### src/rtl/trigger_cluster.sv
// Multi-actor trigger controller: one trigger FSM per actor plus cluster-wide sleep/sync/quiesce logic.
// Optional statistics counters are built when TRIGGER_CLUSTER_STATS_EN is defined.
module trigger_cluster #(
  parameter int NUM_ACTORS     = 4,
  parameter int QUIESCE_ROUNDS = 1,
  parameter int CNT_W          = 32
) (
  input  logic                        ap_clk,
  input  logic                        ap_rst_n,
  input  logic                        ap_start,
  output logic                        ap_done,
  output logic                        ap_ready,
  output logic                        ap_idle,
  input  logic [NUM_ACTORS-1:0]       external_enqueue,
  input  logic [32*NUM_ACTORS-1:0]    actor_return,
  input  logic [NUM_ACTORS-1:0]       actor_done,
  output logic [NUM_ACTORS-1:0]       actor_start,
  output logic [NUM_ACTORS-1:0]       sleep,
  output logic [NUM_ACTORS-1:0]       sync_wait,
  output logic [NUM_ACTORS-1:0]       sync_exec,
  output logic [CNT_W*NUM_ACTORS-1:0] exec_count,
  output logic [CNT_W-1:0]            sync_rounds
);

  localparam logic [31:0] RET_IDLE     = 32'd0;
  localparam logic [31:0] RET_EXECUTED = 32'd1;
  localparam logic [4:0]  Q_TARGET     = 5'(QUIESCE_ROUNDS);

  typedef enum logic [2:0] {
    ST_IDLE, ST_LAUNCH, ST_CHECK, ST_SLEEP,
    ST_SYNC_LAUNCH, ST_SYNC_CHECK, ST_SYNC_WAIT, ST_SYNC_EXEC
  } state_t;

  state_t     state_r     [NUM_ACTORS];
  state_t     state_nxt_s [NUM_ACTORS];
  logic [3:0] q_cnt_r;
  logic [3:0] q_cnt_nxt_s;
  logic [4:0] cnt_inc_s;
  logic       all_idle_s, all_sleep_s, all_sync_s, all_wait_s;
  logic       last_round_s, start_accept_s;

  // Cluster conditions and per-actor status decoded from current states
  always_comb begin
    all_idle_s  = 1'b1;
    all_sleep_s = 1'b1;
    all_sync_s  = 1'b1;
    all_wait_s  = 1'b1;
    actor_start = {NUM_ACTORS{1'b0}};
    sleep       = {NUM_ACTORS{1'b0}};
    sync_wait   = {NUM_ACTORS{1'b0}};
    sync_exec   = {NUM_ACTORS{1'b0}};
    for (int i = 0; i < NUM_ACTORS; i++) begin
      all_idle_s     = all_idle_s  & (state_r[i] == ST_IDLE);
      all_sleep_s    = all_sleep_s & (state_r[i] == ST_SLEEP);
      all_sync_s     = all_sync_s  & ((state_r[i] == ST_SYNC_WAIT) | (state_r[i] == ST_SYNC_EXEC));
      all_wait_s     = all_wait_s  & (state_r[i] == ST_SYNC_WAIT);
      actor_start[i] = (state_r[i] == ST_LAUNCH) | (state_r[i] == ST_SYNC_LAUNCH);
      sleep[i]       = (state_r[i] == ST_SLEEP);
      sync_wait[i]   = (state_r[i] == ST_SYNC_WAIT);
      sync_exec[i]   = (state_r[i] == ST_SYNC_EXEC);
    end
  end

  assign cnt_inc_s      = {1'b0, q_cnt_r} + 5'd1;
  assign last_round_s   = (cnt_inc_s == Q_TARGET);
  assign start_accept_s = ap_start & all_idle_s;
  assign ap_idle        = all_idle_s;
  assign ap_done        = all_sync_s & all_wait_s & last_round_s;
  assign ap_ready       = ap_done;

  // Per-actor next-state logic and quiesce counter update
  always_comb begin
    q_cnt_nxt_s = q_cnt_r;
    if (all_sync_s) begin
      if (all_wait_s && !last_round_s) begin
        q_cnt_nxt_s = cnt_inc_s[3:0];
      end else begin
        q_cnt_nxt_s = 4'd0;
      end
    end else begin
      q_cnt_nxt_s = q_cnt_r;
    end
    for (int i = 0; i < NUM_ACTORS; i++) begin
      state_nxt_s[i] = state_r[i];
      case (state_r[i])
        ST_IDLE: begin
          if (start_accept_s) state_nxt_s[i] = ST_LAUNCH;
          else                state_nxt_s[i] = ST_IDLE;
        end
        ST_LAUNCH, ST_CHECK: begin
          if (!actor_done[i])
            state_nxt_s[i] = ST_CHECK;
          else if (actor_return[32*i +: 32] == RET_IDLE)
            state_nxt_s[i] = ST_SLEEP;
          else if ((actor_return[32*i +: 32] == RET_EXECUTED) || external_enqueue[i])
            state_nxt_s[i] = ST_LAUNCH;
          else
            state_nxt_s[i] = ST_SLEEP;
        end
        ST_SLEEP: begin
          if (all_sleep_s) state_nxt_s[i] = ST_SYNC_LAUNCH;
          else             state_nxt_s[i] = ST_SLEEP;
        end
        ST_SYNC_LAUNCH, ST_SYNC_CHECK: begin
          if (!actor_done[i])
            state_nxt_s[i] = ST_SYNC_CHECK;
          else if (actor_return[32*i +: 32] == RET_EXECUTED)
            state_nxt_s[i] = ST_SYNC_EXEC;
          else
            state_nxt_s[i] = ST_SYNC_WAIT;
        end
        ST_SYNC_WAIT, ST_SYNC_EXEC: begin
          // Release is collective: every actor leaves the sync barrier together
          if (!all_sync_s)        state_nxt_s[i] = state_r[i];
          else if (!all_wait_s)   state_nxt_s[i] = ST_LAUNCH;
          else if (last_round_s)  state_nxt_s[i] = ST_IDLE;
          else                    state_nxt_s[i] = ST_SYNC_LAUNCH;
        end
        default: state_nxt_s[i] = ST_IDLE;
      endcase
    end
  end

  // State and quiesce counter registers
  always_ff @(posedge ap_clk or negedge ap_rst_n) begin
    if (!ap_rst_n) begin
      q_cnt_r <= 4'd0;
      for (int i = 0; i < NUM_ACTORS; i++) state_r[i] <= ST_IDLE;
    end else begin
      q_cnt_r <= q_cnt_nxt_s;
      for (int i = 0; i < NUM_ACTORS; i++) state_r[i] <= state_nxt_s[i];
    end
  end

`ifdef TRIGGER_CLUSTER_STATS_EN
  logic [NUM_ACTORS-1:0] exec_done_s;
  logic [CNT_W-1:0]      exec_cnt_r [NUM_ACTORS];
  logic [CNT_W-1:0]      rounds_r;

  // EXECUTED completions seen in any launch/check state
  always_comb begin
    exec_done_s = {NUM_ACTORS{1'b0}};
    for (int i = 0; i < NUM_ACTORS; i++) begin
      case (state_r[i])
        ST_LAUNCH, ST_CHECK, ST_SYNC_LAUNCH, ST_SYNC_CHECK:
          exec_done_s[i] = actor_done[i] & (actor_return[32*i +: 32] == RET_EXECUTED);
        default:
          exec_done_s[i] = 1'b0;
      endcase
    end
  end

  // Statistics counters, cleared when a new run is accepted
  always_ff @(posedge ap_clk or negedge ap_rst_n) begin
    if (!ap_rst_n) begin
      rounds_r <= {CNT_W{1'b0}};
      for (int i = 0; i < NUM_ACTORS; i++) exec_cnt_r[i] <= {CNT_W{1'b0}};
    end else if (start_accept_s) begin
      rounds_r <= {CNT_W{1'b0}};
      for (int i = 0; i < NUM_ACTORS; i++) exec_cnt_r[i] <= {CNT_W{1'b0}};
    end else begin
      if (all_sync_s) rounds_r <= rounds_r + CNT_W'(1);
      else            rounds_r <= rounds_r;
      for (int i = 0; i < NUM_ACTORS; i++) begin
        if (exec_done_s[i] && (exec_cnt_r[i] != {CNT_W{1'b1}}))
          exec_cnt_r[i] <= exec_cnt_r[i] + CNT_W'(1);
        else
          exec_cnt_r[i] <= exec_cnt_r[i];
      end
    end
  end

  for (genvar g = 0; g < NUM_ACTORS; g++) begin : g_exec_out
    assign exec_count[CNT_W*g +: CNT_W] = exec_cnt_r[g];
  end
  assign sync_rounds = rounds_r;
`else
  assign exec_count  = {(CNT_W*NUM_ACTORS){1'b0}};
  assign sync_rounds = {CNT_W{1'b0}};
`endif

endmodule

### config.mk
export PLATFORM = sky130hd
export DESIGN_NAME = trigger_cluster
export DESIGN_NICKNAME = d
export VERILOG_FILES = /design/src/rtl/trigger_cluster.sv
export SDC_FILE = /design/constraint.sdc
export NUM_CORES = 1
export LEC_CHECK = 0
export ABC_CLOCK_PERIOD_IN_PS = 2000
export CORE_AREA = 2 2 123 125
export DETAILED_ROUTE_END_ITERATION = 12
export DIE_AREA = 0 0 125 127
export GPL_TIMING_DRIVEN = 0
export PLACE_DENSITY = 0.62
export SYNTH_ARGS = -nofsm -noshare
export SYNTH_HDL_FRONTEND = slang
export SYNTH_SLANG_ARGS = --single-unit
### constraint.sdc
create_clock -name ap_clk -period 2 [get_ports ap_clk]
set_input_delay 0.4 -clock ap_clk [delete_from_list [all_inputs] [get_ports ap_clk]]
set_output_delay 0.4 -clock ap_clk [all_outputs]
set_load 0.05 [all_outputs]
==> results of run 1 <==
-- routing by layer --
metal / vias up / track usage, % / wire (µm)
li1: 1671 / - / -
met3: 12 / 2.47 / 804
met1: 1318 / 12.9 / 3660
met5: - / 0 / 0
met2: 161 / 20.1 / 5110
met4: 0 / 0.915 / 96
-- cells by family (layout without fill, tap and decap cells) --
logic type / count (synthesis) / count (layout) / synth area share (%)
other cells: 1 / 160 / 0.129
flops: 16 / 16 / 13.7
buf+inv: 187 / 356 / 45.8
mux: 3 / 3 / 1.03
compound gates: 41 / 41 / 9.87
fa+ha+maj: 2 / 2 / 0.858
xor+xnor: 7 / 7 / 2.10
simple gates: 126 / 126 / 26.5
-- repair_timing --
action                     4_1_cts  5_1_grt
buffers inserted                 4        6
pin swaps                        4        9
gates resized for setup         79       36
setup endpoints to repair       20       15
gates cloned                     0        0
-- cells in the final DEF, fill, tap and decap left out, types with 2 or more instances in the layout --
cell type,synthesis,routed
sky130_fd_sc_hd__and2_1,3,3
sky130_fd_sc_hd__clkbuf_16,0,3
sky130_fd_sc_hd__buf_2,7,11
sky130_fd_sc_hd__nor2b_1,5,4
sky130_fd_sc_hd__conb_1,1,160
sky130_fd_sc_hd__a21o_1,2,2
sky130_fd_sc_hd__a211oi_1,2,2
sky130_fd_sc_hd__nand2_1,13,11
sky130_fd_sc_hd__buf_6,1,8
sky130_fd_sc_hd__mux2i_1,3,3
sky130_fd_sc_hd__nor3_2,0,2
sky130_fd_sc_hd__clkbuf_2,2,2
sky130_fd_sc_hd__nor4_1,29,27
sky130_fd_sc_hd__dlygate4sd2_1,0,2
sky130_fd_sc_hd__a211o_1,3,3
sky130_fd_sc_hd__inv_1,8,8
sky130_fd_sc_hd__clkdlybuf4s15_2,0,6
sky130_fd_sc_hd__a22oi_1,2,2
sky130_fd_sc_hd__a21oi_1,7,7
sky130_fd_sc_hd__o31ai_1,2,2
sky130_fd_sc_hd__clkdlybuf4s50_1,0,138
sky130_fd_sc_hd__nor2_4,1,2
sky130_fd_sc_hd__and4_1,3,3
sky130_fd_sc_hd__nor3_1,8,4
sky130_fd_sc_hd__nor3_4,0,2
sky130_fd_sc_hd__nand2b_1,2,2
sky130_fd_sc_hd__and3b_1,5,4
sky130_fd_sc_hd__xnor2_1,7,7
sky130_fd_sc_hd__dfrtp_1,16,13
sky130_fd_sc_hd__o21ai_0,8,7
sky130_fd_sc_hd__nor3b_1,3,3
sky130_fd_sc_hd__nor2_1,18,17
sky130_fd_sc_hd__and3b_4,0,2
sky130_fd_sc_hd__dfrtp_2,0,3
sky130_fd_sc_hd__nand4_4,2,2
sky130_fd_sc_hd__o211ai_1,3,3
sky130_fd_sc_hd__buf_4,164,173
sky130_fd_sc_hd__nand3_1,7,7
sky130_fd_sc_hd__nand4_1,13,13
sky130_fd_sc_hd__and3_1,4,4
-- worst max path at each step --
stage,startpoint,end,slack (ps),cells after the start
2_1_floorplan,state_r[9],ap_ready,-60,5
3_3_place_gp,state_r[1],ap_idle,-610,5
3_5_place_dp,state_r[1],ap_idle,-630,5
4_1_cts,state_r[1],ap_idle,-140,5
5_1_grt,state_r[5],ap_idle,-170,5
6_report,state_r[5],ap_idle,-70,5
-- power by group through the flow --
stage               Clock (W)  Sequential, W  Combinational (W)
floorplan                   0       0.000381            0.00145
global placement            0       0.000382            0.00190
detailed placement          0       0.000384            0.00190
CTS                  0.000440       0.000378            0.00189
global route         0.000454       0.000412            0.00198
finish               0.000435       0.000406            0.00187
-- cell type report --
cell class,instances,area share [%]
Inverter,8,0.538
Clock buffer,4,1.59
Timing Repair Buffer,167,29.2
Buffer,177,23.8
Sequential cell,16,7.24
Multi-Input combinational cell,339,33.6
Tap cell,184,4.12
-- synth_stat cells (3+ instances only) --
cell / count / share of area, %
sky130_fd_sc_hd__and2_1: 3 / 0.64
sky130_fd_sc_hd__nand4_1: 13 / 2.8
sky130_fd_sc_hd__inv_1: 8 / 1.0
sky130_fd_sc_hd__nor4_1: 29 / 6.2
sky130_fd_sc_hd__a21oi_1: 7 / 1.2
sky130_fd_sc_hd__nor3_1: 8 / 1.4
sky130_fd_sc_hd__o21ai_0: 8 / 1.4
sky130_fd_sc_hd__nand3_1: 7 / 1.2
sky130_fd_sc_hd__dfrtp_1: 16 / 14
sky130_fd_sc_hd__nor2b_1: 5 / 1.1
sky130_fd_sc_hd__nand2_1: 13 / 1.7
sky130_fd_sc_hd__nor3b_1: 3 / 0.77
sky130_fd_sc_hd__xnor2_1: 7 / 2.1
sky130_fd_sc_hd__clkbuf_1: 5 / 0.64
sky130_fd_sc_hd__and4_1: 3 / 0.90
sky130_fd_sc_hd__mux2i_1: 3 / 1.0
sky130_fd_sc_hd__o211ai_1: 3 / 0.77
sky130_fd_sc_hd__a211o_1: 3 / 0.90
sky130_fd_sc_hd__buf_2: 7 / 1.2
sky130_fd_sc_hd__and3_1: 4 / 0.86
sky130_fd_sc_hd__nor2_1: 18 / 2.3
sky130_fd_sc_hd__buf_4: 164 / 42
sky130_fd_sc_hd__and3b_1: 5 / 1.5
-- sequential cells by signal, indices dropped and copies added, names as in the netlist --
signal	flops
state_r	12
q_cnt_r	4
-- critical path, cell delays in order (launching register included) --
cell                       delay, ps
sky130_fd_sc_hd__dfrtp_1         370
sky130_fd_sc_hd__buf_6           140
sky130_fd_sc_hd__nor4_4          290
sky130_fd_sc_hd__nand4b_1        230
sky130_fd_sc_hd__nor3_4          210
sky130_fd_sc_hd__buf_6           180
-- per-stage QoR --
stage / TNS [ps] / total power (W)
after floorplan: -58.3 / 0.00183
after global placement: -4620 / 0.00228
after global routing: -243 / 0.00285
after CTS: -142 / 0.00271
after detailed placement: -4610 / 0.00228
final: -71.2 / 0.00272
==> results by group, run 1 <==
Pwr
  • Share of power burned in registers: 15.0%
  • Fraction of power spent switching nets: 49.9%
  • Worst IR Drop VDD: 0.000434 V
  • Static leakage: 2.84 nW
  • Power share of the combinational group: 69.0%
  • Power per Cell Area: 487 nW/µm²
  • Internal: 0.00136 W
  • Clock Power Share: 16.0%
  • Switch Pwr: 0.00136 W

Timing
  • Final setup vio count: 1
  • Final Max Tran Viols: 0
  • Period minus WS final: 2070 ps
  • Final count of hold timing violations: 0
  • Minimum setup slack in the final design: -71.2 ps
  • Worst slew margin relative to its limit: 49.4%
  • Transition time of the tightest slew-check pin: 757 ps
  • Final worst hold slack: 574 ps
  • Unrepaired setup endpoints after global routing: true
  • Part of the cycle the worst path needs: 104%
  • Timing-limited maximum frequency: 0.483 GHz
  • Clock tree skew after final layout: 3.16 ps

Place
  • Port bufs: 157
  • DP Area: 5340 µm²
  • Placed cell count: 883
  • Final HPWL DP: 8450 µm
  • Final RePlAce weighted congestion: 0.761
  • Pre-CTS setup slack: -628 ps

Synth
  • Yosys warning total: 0
  • Synthesized instance count: 383
  • Most instantiated flip-flop cell in the synthesis netlist: sky130_fd_sc_hd__dfrtp_1
  • Mapped Area: 2920 µm²
  • Number of synthesized flops with an enable pin: 0
  • Flip-flop and latch count after synthesis: 16
  • Post-synthesis sequential area ratio: 13.7%
  • Fraction of registers with async set/reset: 100%
  • Average cell area after synthesis: 7.62 µm²
  • Netlist cell types: 55

Setup path
  • Setup Crit Path Kind: register to output pin
  • Reg-to-reg endpoint: state_r[8]
  • CP arrival: 1670 ps
  • Logic depth of the worst register-to-register path: 7
  • Reg2Reg Launch Point: state_r[0]
  • Max FO, Critical Path: 7
  • Worst setup slack for register-to-register paths: 230 ps
  • Setup crit start kind: register
  • Endpoint kind of the worst setup timing path: output pin
  • Required time at the endpoint of the critical path: 1600 ps

Min path
  • Hold Startpoint: q_cnt_r[3]
  • Hold worst-path end: q_cnt_r[3]
  • Worst Hold Path Cells: 1
  • Hold Path Class: register to register

Floorplan
  • Site row count: 44
  • Starting Density: 20.2%
  • Chip Width: 125 µm
  • Top-Level Pins: 318
  • Die H: 127 µm
  • Die outline area: 15900 µm²
  • Core Footprint: 14400 µm²

Detailed routing
  • Post-detailed-route via-to-cell ratio: 3.53
  • Residual DRC: 0
  • First-pass iteration count of the detailed router: 4
  • Count of routing violations after the opening detailed-route iteration: 61
  • Routed Wire Length: 9670 µm
  • Post-detailed-route count of antenna-violating nets: 0
  • DR WL/cell: 10.8 µm
  • Number of vias in the routed layout: 3162

Final layout
  • Share of cells above drive strength 1: 32.8%
  • Area of the multi-input gates: 1870 µm²
  • Sequential Area: 404 µm²
  • Non-filler instance count after layout: 895
  • Total number of nets in the final design: 853
  • Final cell area excluding filler cells: 5580 µm²
  • Layout overhead on the synthesized area: 91.4%
  • Fill cell instance count of the final layout: 1544
  • Number of antenna repair diodes: 0
  • Utilization after layout: 38.7%

GRT
  • Maximum number of pins on one net before global-route repair: 17
  • Vias in the first global route: 2855
  • GRT Residual Overflow: 0
  • Number of antenna violations at the first check in global routing: 0
  • First-pass GRT wire length: 14100 µm
  • Overall Global Routing Usage: 10.7%

Clock tree
  • Cts hold-fix bufs: 0
  • CTS Buf Count: 3
  • Root Buffer: sky130_fd_sc_hd__clkbuf_16
  • Clock-pin slew on the worst setup and hold paths: 50 ps
  • Clock tree from TritonCTS: built
  • Level count of the clock H-tree: 1
  • Number of clock sinks: 16
  • Latest clock arrival within the worst-skew pair: 250 ps
  • Maximum count of clock buffers along a single path: 2

Outcome
  • Violated checks: negative setup slack
  • Run status: complete, but fails checks

Flow run
  • Max_cap viols: 0
(Power assumes the default switching activity.)
==> run 2, diff against run 1 <==
--- a/config.mk
+++ b/config.mk
@@ -9,7 +9,6 @@
 export CORE_AREA = 2 2 123 125
 export DETAILED_ROUTE_END_ITERATION = 12
 export DIE_AREA = 0 0 125 127
-export GPL_TIMING_DRIVEN = 0
 export PLACE_DENSITY = 0.62
 export SYNTH_ARGS = -nofsm -noshare
 export SYNTH_HDL_FRONTEND = slang
==> run 2 against run 1 <==
Net effect:
- the flow now finishes without violations
- critical path depth rose by 2
- core utilization fell by 7.0 points
- global-route usage fell by 1.3 points
- combinational power fell by 8%
- clock skew fell by 2.4 ps
- sequential share of layout area rose by 1.7 points
- first-iteration DRC count rose by 79%
- worst hold slack got worse by 87 ps
- register-to-register slack improved by 20 ps
- die area did not move
- critical endpoint is now ap_ready
==> results by group, run 2 (synthesized netlist as in run 1, its figures left out) <==
Final layout
  • Register with the most flip-flops: state_r
  • Final cell area excluding filler cells: 4580 µm²
  • Highest-count cells in the layout ignoring fill and taps: sky130_fd_sc_hd__conb_1, sky130_fd_sc_hd__clkdlybuf4s50_1, sky130_fd_sc_hd__nor4_1
  • Share of cells above drive strength 1: 14.0%
  • Fill cell instance count of the final layout: 1563
  • Number of antenna repair diodes: 0
  • Registers with the most flip-flops: state_r: 12 flops, q_cnt_r: 4 flops
  • Total number of nets in the final design: 692
  • Max reg flops: 12
  • Non-filler instance count after layout: 734
  • Layout overhead on the synthesized area: 56.9%
  • Most frequent standard cell in the layout excluding fill and tap cells: sky130_fd_sc_hd__conb_1

GRT
  • GRT Residual Overflow: 0
  • Number of antenna violations at the first check in global routing: 0
  • First-pass GRT wire length: 12300 µm
  • Overall Global Routing Usage: 9.35%
  • Vias in the first global route: 2356
  • Maximum number of pins on one net before global-route repair: 17

Place
  • Final RePlAce weighted congestion: 0.730
  • Port bufs: 157
  • DP Area: 4380 µm²
  • Final HPWL DP: 7400 µm
  • Placed cell count: 725

Pwr
  • Worst IR Drop VDD: 0.000378 V
  • Power per Cell Area: 572 nW/µm²
  • Static leakage: 2.01 nW

Clock tree
  • Clock tree from TritonCTS: built
  • Maximum count of clock buffers along a single path: 2
  • Root Buffer: sky130_fd_sc_hd__clkbuf_16
  • Clock-pin slew on the worst setup and hold paths: 50 ps
  • Number of clock sinks: 16
  • Level count of the clock H-tree: 1
  • Cts hold-fix bufs: 0
  • CTS Buf Count: 3
  • Latest clock arrival within the worst-skew pair: 240 ps

Timing
  • Final Max Tran Viols: 0
  • Part of the cycle the worst path needs: 97.6%
  • Unrepaired setup endpoints after global routing: true
  • Final setup vio count: 0
  • Timing-limited maximum frequency: 0.512 GHz
  • Clock tree skew after final layout: 0.785 ps
  • Period minus WS final: 1950 ps
  • Final count of hold timing violations: 0

Outcome
  • Run status: finished clean

Setup path
  • Logic depth of the worst register-to-register path: 6
  • Setup Crit Path Kind: register to output pin
  • Destination of the critical timing path: ap_ready
  • Required time at the endpoint of the critical path: 1600 ps
  • Setup crit start kind: register
  • Max FO, Critical Path: 3
  • Endpoint kind of the worst setup timing path: output pin
  • Reg2Reg Launch Point: state_r[0]
  • Worst setup slack for register-to-register paths: 250 ps
  • Critical path startpoint: q_cnt_r[1]
  • Reg-to-reg endpoint: state_r[5]
  • CP arrival: 1550 ps

Floorplan
  • Chip Width: 125 µm
  • Die outline area: 15900 µm²
  • Top-Level Pins: 318
  • Die H: 127 µm
  • Starting Density: 20.2%
  • Site row count: 44
  • Core Footprint: 14400 µm²

Detailed routing
  • DR WL/cell: 11.6 µm
  • Count of routing violations after the opening detailed-route iteration: 109
  • Number of vias in the routed layout: 2732
  • Post-detailed-route via-to-cell ratio: 3.72
  • Routed Wire Length: 8540 µm
  • Residual DRC: 0
  • Post-detailed-route count of antenna-violating nets: 0
  • First-pass iteration count of the detailed router: 4

Flow run
  • Max_cap viols: 0

Min path
  • Hold Path Class: input port to asynchronous set/reset pin
## run 2: per-stage QoR
stage	util, %	hold WS [ps]	total power [W]	setup slack [ps]	setup TNS [ps]
2_1_floorplan	-	104	0.00183	-58.3	-58.3
6_report	31.7	488	0.00262	47.7	0
4_1_cts	31.3	493	0.00260	0.267	0
3_3_place_gp	30.4	535	0.00215	-117	-134
5_1_grt	31.7	525	0.00273	-17.7	-42.4
3_5_place_dp	30.4	546	0.00215	-131	-149
## run 2: worst min-delay path by stage
stage / startpoint / endpoint / slack [ps] / depth (start not counted)
after global placement: q_cnt_r[3] / q_cnt_r[3] / 530 / 1
final: ap_rst_n / q_cnt_r[3] / 490 / 2
after CTS: ap_rst_n / state_r[9] / 490 / 2
after floorplan: ap_rst_n / q_cnt_r[0] / 100 / 0
after detailed placement: q_cnt_r[3] / q_cnt_r[3] / 550 / 1
after global routing: ap_rst_n / q_cnt_r[1] / 520 / 2
## run 2: cell type report
type                            count  area [µm²]  share of cell area, %
Tap cell                          184         230                   5.03
Clock buffer                        4        88.8                   1.94
Sequential cell                    16         409                   8.94
Multi-Input combinational cell    339        1860                   40.7
Inverter                            8        30.0                  0.656
Timing Repair Buffer              183        1960                   42.8
## run 2: layer usage
layer / global-route usage [%] / wire, µm / up-vias / share of wire [%]
li1: - / - / 1344 / -
met1: 11.6 / 3280 / 1235 / 38
met2: 17.6 / 4610 / 149 / 54
met3: 1.88 / 620 / 4 / 7.3
met4: 0.196 / 27 / 0 / 0.32
met5: 0 / 0 / - / 0
## run 2: what timing repair did
item                                    CTS  global route
setup buffers                             2             3
endpoints found under the setup margin    3             4
gates resized for setup                   9            12
pin swaps                                 3             4
gates cloned                              0             0
## run 2: power by group
group	internal [W]	switching [W]	total, W
Combinational	0.000597	0.00112	0.00172
Sequential	0.000373	0.000101	0.000473
Clock	0.000304	0.000126	0.000430
## run 2: worst max-delay path, stage by stage (launching register included)
cell                      delay (ps)
sky130_fd_sc_hd__dfrtp_1         360
sky130_fd_sc_hd__ha_2            180
sky130_fd_sc_hd__buf_4           110
sky130_fd_sc_hd__nand2_1          80
sky130_fd_sc_hd__o21ai_4         150
sky130_fd_sc_hd__nand2_2          90
sky130_fd_sc_hd__nor2_4          170
sky130_fd_sc_hd__buf_12          160
==> run 3, diff against run 2 <==
--- a/config.mk
+++ b/config.mk
@@ -6,10 +6,11 @@
 export NUM_CORES = 1
 export LEC_CHECK = 0
 export ABC_CLOCK_PERIOD_IN_PS = 2000
-export CORE_AREA = 2 2 123 125
+export CORE_AREA = 2 2 122 124
 export DETAILED_ROUTE_END_ITERATION = 12
-export DIE_AREA = 0 0 125 127
-export PLACE_DENSITY = 0.62
+export DIE_AREA = 0 0 124 126
+export DONT_BUFFER_PORTS = 1
+export PLACE_DENSITY = 0.34
 export SYNTH_ARGS = -nofsm -noshare
 export SYNTH_HDL_FRONTEND = slang
 export SYNTH_SLANG_ARGS = --single-unit
==> run 3 against run 2 <==
Net effect:
- count of clock-buffer cells in the layout unchanged
- register-to-register slack worse by 150 ps
- critical endpoint is now sleep[2]
- combinational power down 23%
- critical path depth down 4
- first-iteration DRC count down 38%
- die area down 1.6%
- non-clock buffer count down 142
- sequential share of layout area up 4.8 points
- maximum frequency up 0.37%
- routed wire length down 15%
- clock skew up 1.9 ps
==> results by group, run 3 (synthesized netlist as in run 1, its figures left out) <==
GRT
  • Fraction of met1 tracks used by global routing: 10.3%
  • Met2 demand-to-capacity share in global routing: 14.4%
  • Number of antenna violations at the first check in global routing: 0
  • Vias in the first global route: 1917
  • GR met3 Demand/Resource: 1.72%
  • Overall Global Routing Usage: 8.14%
  • Maximum number of pins on one net before global-route repair: 17
  • GRT Residual Overflow: 0
  • First-pass GRT wire length: 9870 µm
  • Busiest layer in global routing: met2

Place
  • Final HPWL DP: 6160 µm
  • Port bufs: 0
  • Final RePlAce weighted congestion: 0.783

Setup path
  • Slowest library cell on the worst path: sky130_fd_sc_hd__dfrtp_1
  • Endpoint kind of the worst setup timing path: output pin
  • Worst-path cell chain: buf_4 > and3b_1 > buf_4
  • Setup Crit Path Kind: register to output pin
  • CP arrival: 1550 ps
  • Number of buffers and inverters on the critical path: 2
  • Dominant cell type by count on the critical path: sky130_fd_sc_hd__buf_4
  • Dominant delay contributor by cell family on the critical path: buffers and inverters
  • Maximum single-stage delay on the critical path: 420 ps
  • Max FO, Critical Path: 8
  • Required time at the endpoint of the critical path: 1600 ps
  • Setup crit start kind: register

Final layout
  • Register with the most flip-flops: state_r
  • Number of antenna repair diodes: 0
  • Highest-count cells in the layout ignoring fill and taps: sky130_fd_sc_hd__conb_1, sky130_fd_sc_hd__buf_4, sky130_fd_sc_hd__nor4_1
  • Total number of nets in the final design: 550
  • Most frequent standard cell in the layout excluding fill and tap cells: sky130_fd_sc_hd__conb_1
  • Max reg flops: 12
  • Layout overhead on the synthesized area: 0.987%
  • Registers with the most flip-flops: state_r: 12 flops, q_cnt_r: 4 flops
  • Share of cells above drive strength 1: 16.7%

Clock tree
  • Number of clock sinks: 16
  • CTS Buf Count: 3
  • Level count of the clock H-tree: 1
  • Clock-pin slew on the worst setup and hold paths: 50 ps
  • Clock tree from TritonCTS: built
  • Maximum count of clock buffers along a single path: 2
  • Latest clock arrival within the worst-skew pair: 250 ps
  • Root Buffer: sky130_fd_sc_hd__clkbuf_16

Pwr
  • Power share of the combinational group: 59.8%
  • Worst IR Drop VDD: 0.000280 V
  • Static leakage: 1.39 nW
  • Switch Pwr: 0.00129 W
  • Power per Cell Area: 754 nW/µm²
  • Internal: 0.000929 W
  • Post-layout total power: 0.00222 W
  • Fraction of power spent switching nets: 58.2%
  • Clock Power Share: 20.0%
  • Share of power burned in registers: 20.2%

Detailed routing
  • Count of routing violations after the opening detailed-route iteration: 68
  • Residual DRC: 0
  • First-pass iteration count of the detailed router: 4
  • Post-detailed-route via-to-cell ratio: 3.81
  • DR WL/cell: 12.3 µm
  • Routed Wire Length: 7300 µm
  • Number of vias in the routed layout: 2254
  • Post-detailed-route count of antenna-violating nets: 0

Min path
  • Hold Path Class: input port to register

Timing
  • Worst slew margin relative to its limit: 42.2%
  • Timing-limited maximum frequency: 0.514 GHz
  • Transition time of the tightest slew-check pin: 864 ps
  • TNS Setup: 0 ps
  • Period minus WS final: 1950 ps
  • Final count of hold timing violations: 0
  • Final worst hold slack: 323 ps
  • Part of the cycle the worst path needs: 97.3%
  • Final setup vio count: 0
  • Final Max Tran Viols: 0
  • Clock tree skew after final layout: 2.73 ps
  • Unrepaired setup endpoints after global routing: true

Floorplan
  • Die outline area: 15600 µm²
  • Core Footprint: 14300 µm²
  • Chip Width: 124 µm
  • Starting Density: 20.4%
  • Die H: 126 µm
  • Top-Level Pins: 318
  • Site row count: 44

Outcome
  • Run status: finished clean

Flow run
  • Max_cap viols: 0
run 3: changes by cell type in the layout (fill, tap and decap cells not counted), sizes merged:
cell           previous run  this run
clkdlybuf4s50           138         0
dlygate4sd3               0         1
buf                      45        40
run 3: worst paths after layout:
kind / from / end / slack [ps] / cells after the start
min in group asynchronous: ap_rst_n / q_cnt_r[0] / 710 / 1
hold / removal: actor_done[2] / state_r[3] / 320 / 2
hold reg to reg: q_cnt_r[2] / q_cnt_r[2] / 580 / 2
max in group asynchronous: ap_rst_n / state_r[10] / 700 / 1
setup reg to reg: q_cnt_r[1] / state_r[5] / 100 / 11
setup / recovery: state_r[5] / sleep[2] / 50 / 3
run 3: through the flow:
step                setup WS (ps)  cells  instance area, µm²  utilization [%]
global route                -24.3    592                2950             20.6
CTS                         0.307    588                2880             20.1
floorplan                   -58.3    542                3540                -
global placement              113    577                2710             19.0
finish                       54.8    592                2950             20.6
detailed placement           95.9    577                2710             19.0
run 3: cell type report:
| cell class | count | area [µm²] |
|---|---|---|
| Fill cell | 1615 | 11400 |
| Multi-Input combinational cell | 339 | 1860 |
| Sequential cell | 16 | 405 |
| Timing Repair Buffer | 41 | 335 |
| Tap cell | 184 | 230 |
| Clock buffer | 4 | 88.8 |
| Inverter | 8 | 30.0 |
run 3: routing by layer:
layer / vias up / share of wire (%)
li1: 1059 / -
met1: 1049 / 40
met2: 144 / 51
met3: 2 / 8.0
met4: 0 / 0.34
met5: - / 0
run 3: worst reg2reg max path, delay by kind of cell (launching register included):
kind | cells | cell delay, ps
buffers and inverters | 5 | 620
AO/OA/AOI/OAI | 3 | 410
flip-flops | 1 | 400
AND/OR/NAND/NOR | 2 | 240
adder cells (fa/ha/maj) | 1 | 180
run 3: repair_timing:
item,CTS,global route
hold buffers,1,0
buffers inserted,6,4
pin swaps,3,4
endpoints found under the hold margin,16,0
setup endpoints to repair,3,7
gates resized for setup,9,7
run 3: power by group through the flow:
stage | Clock [W] | Combinational (W) | Sequential [W]
floorplan | 0 | 0.00145 | 0.000381
global placement | 0 | 0.00130 | 0.000437
detailed placement | 0 | 0.00131 | 0.000440
CTS | 0.000460 | 0.00132 | 0.000438
global route | 0.000471 | 0.00141 | 0.000458
finish | 0.000445 | 0.00133 | 0.000448
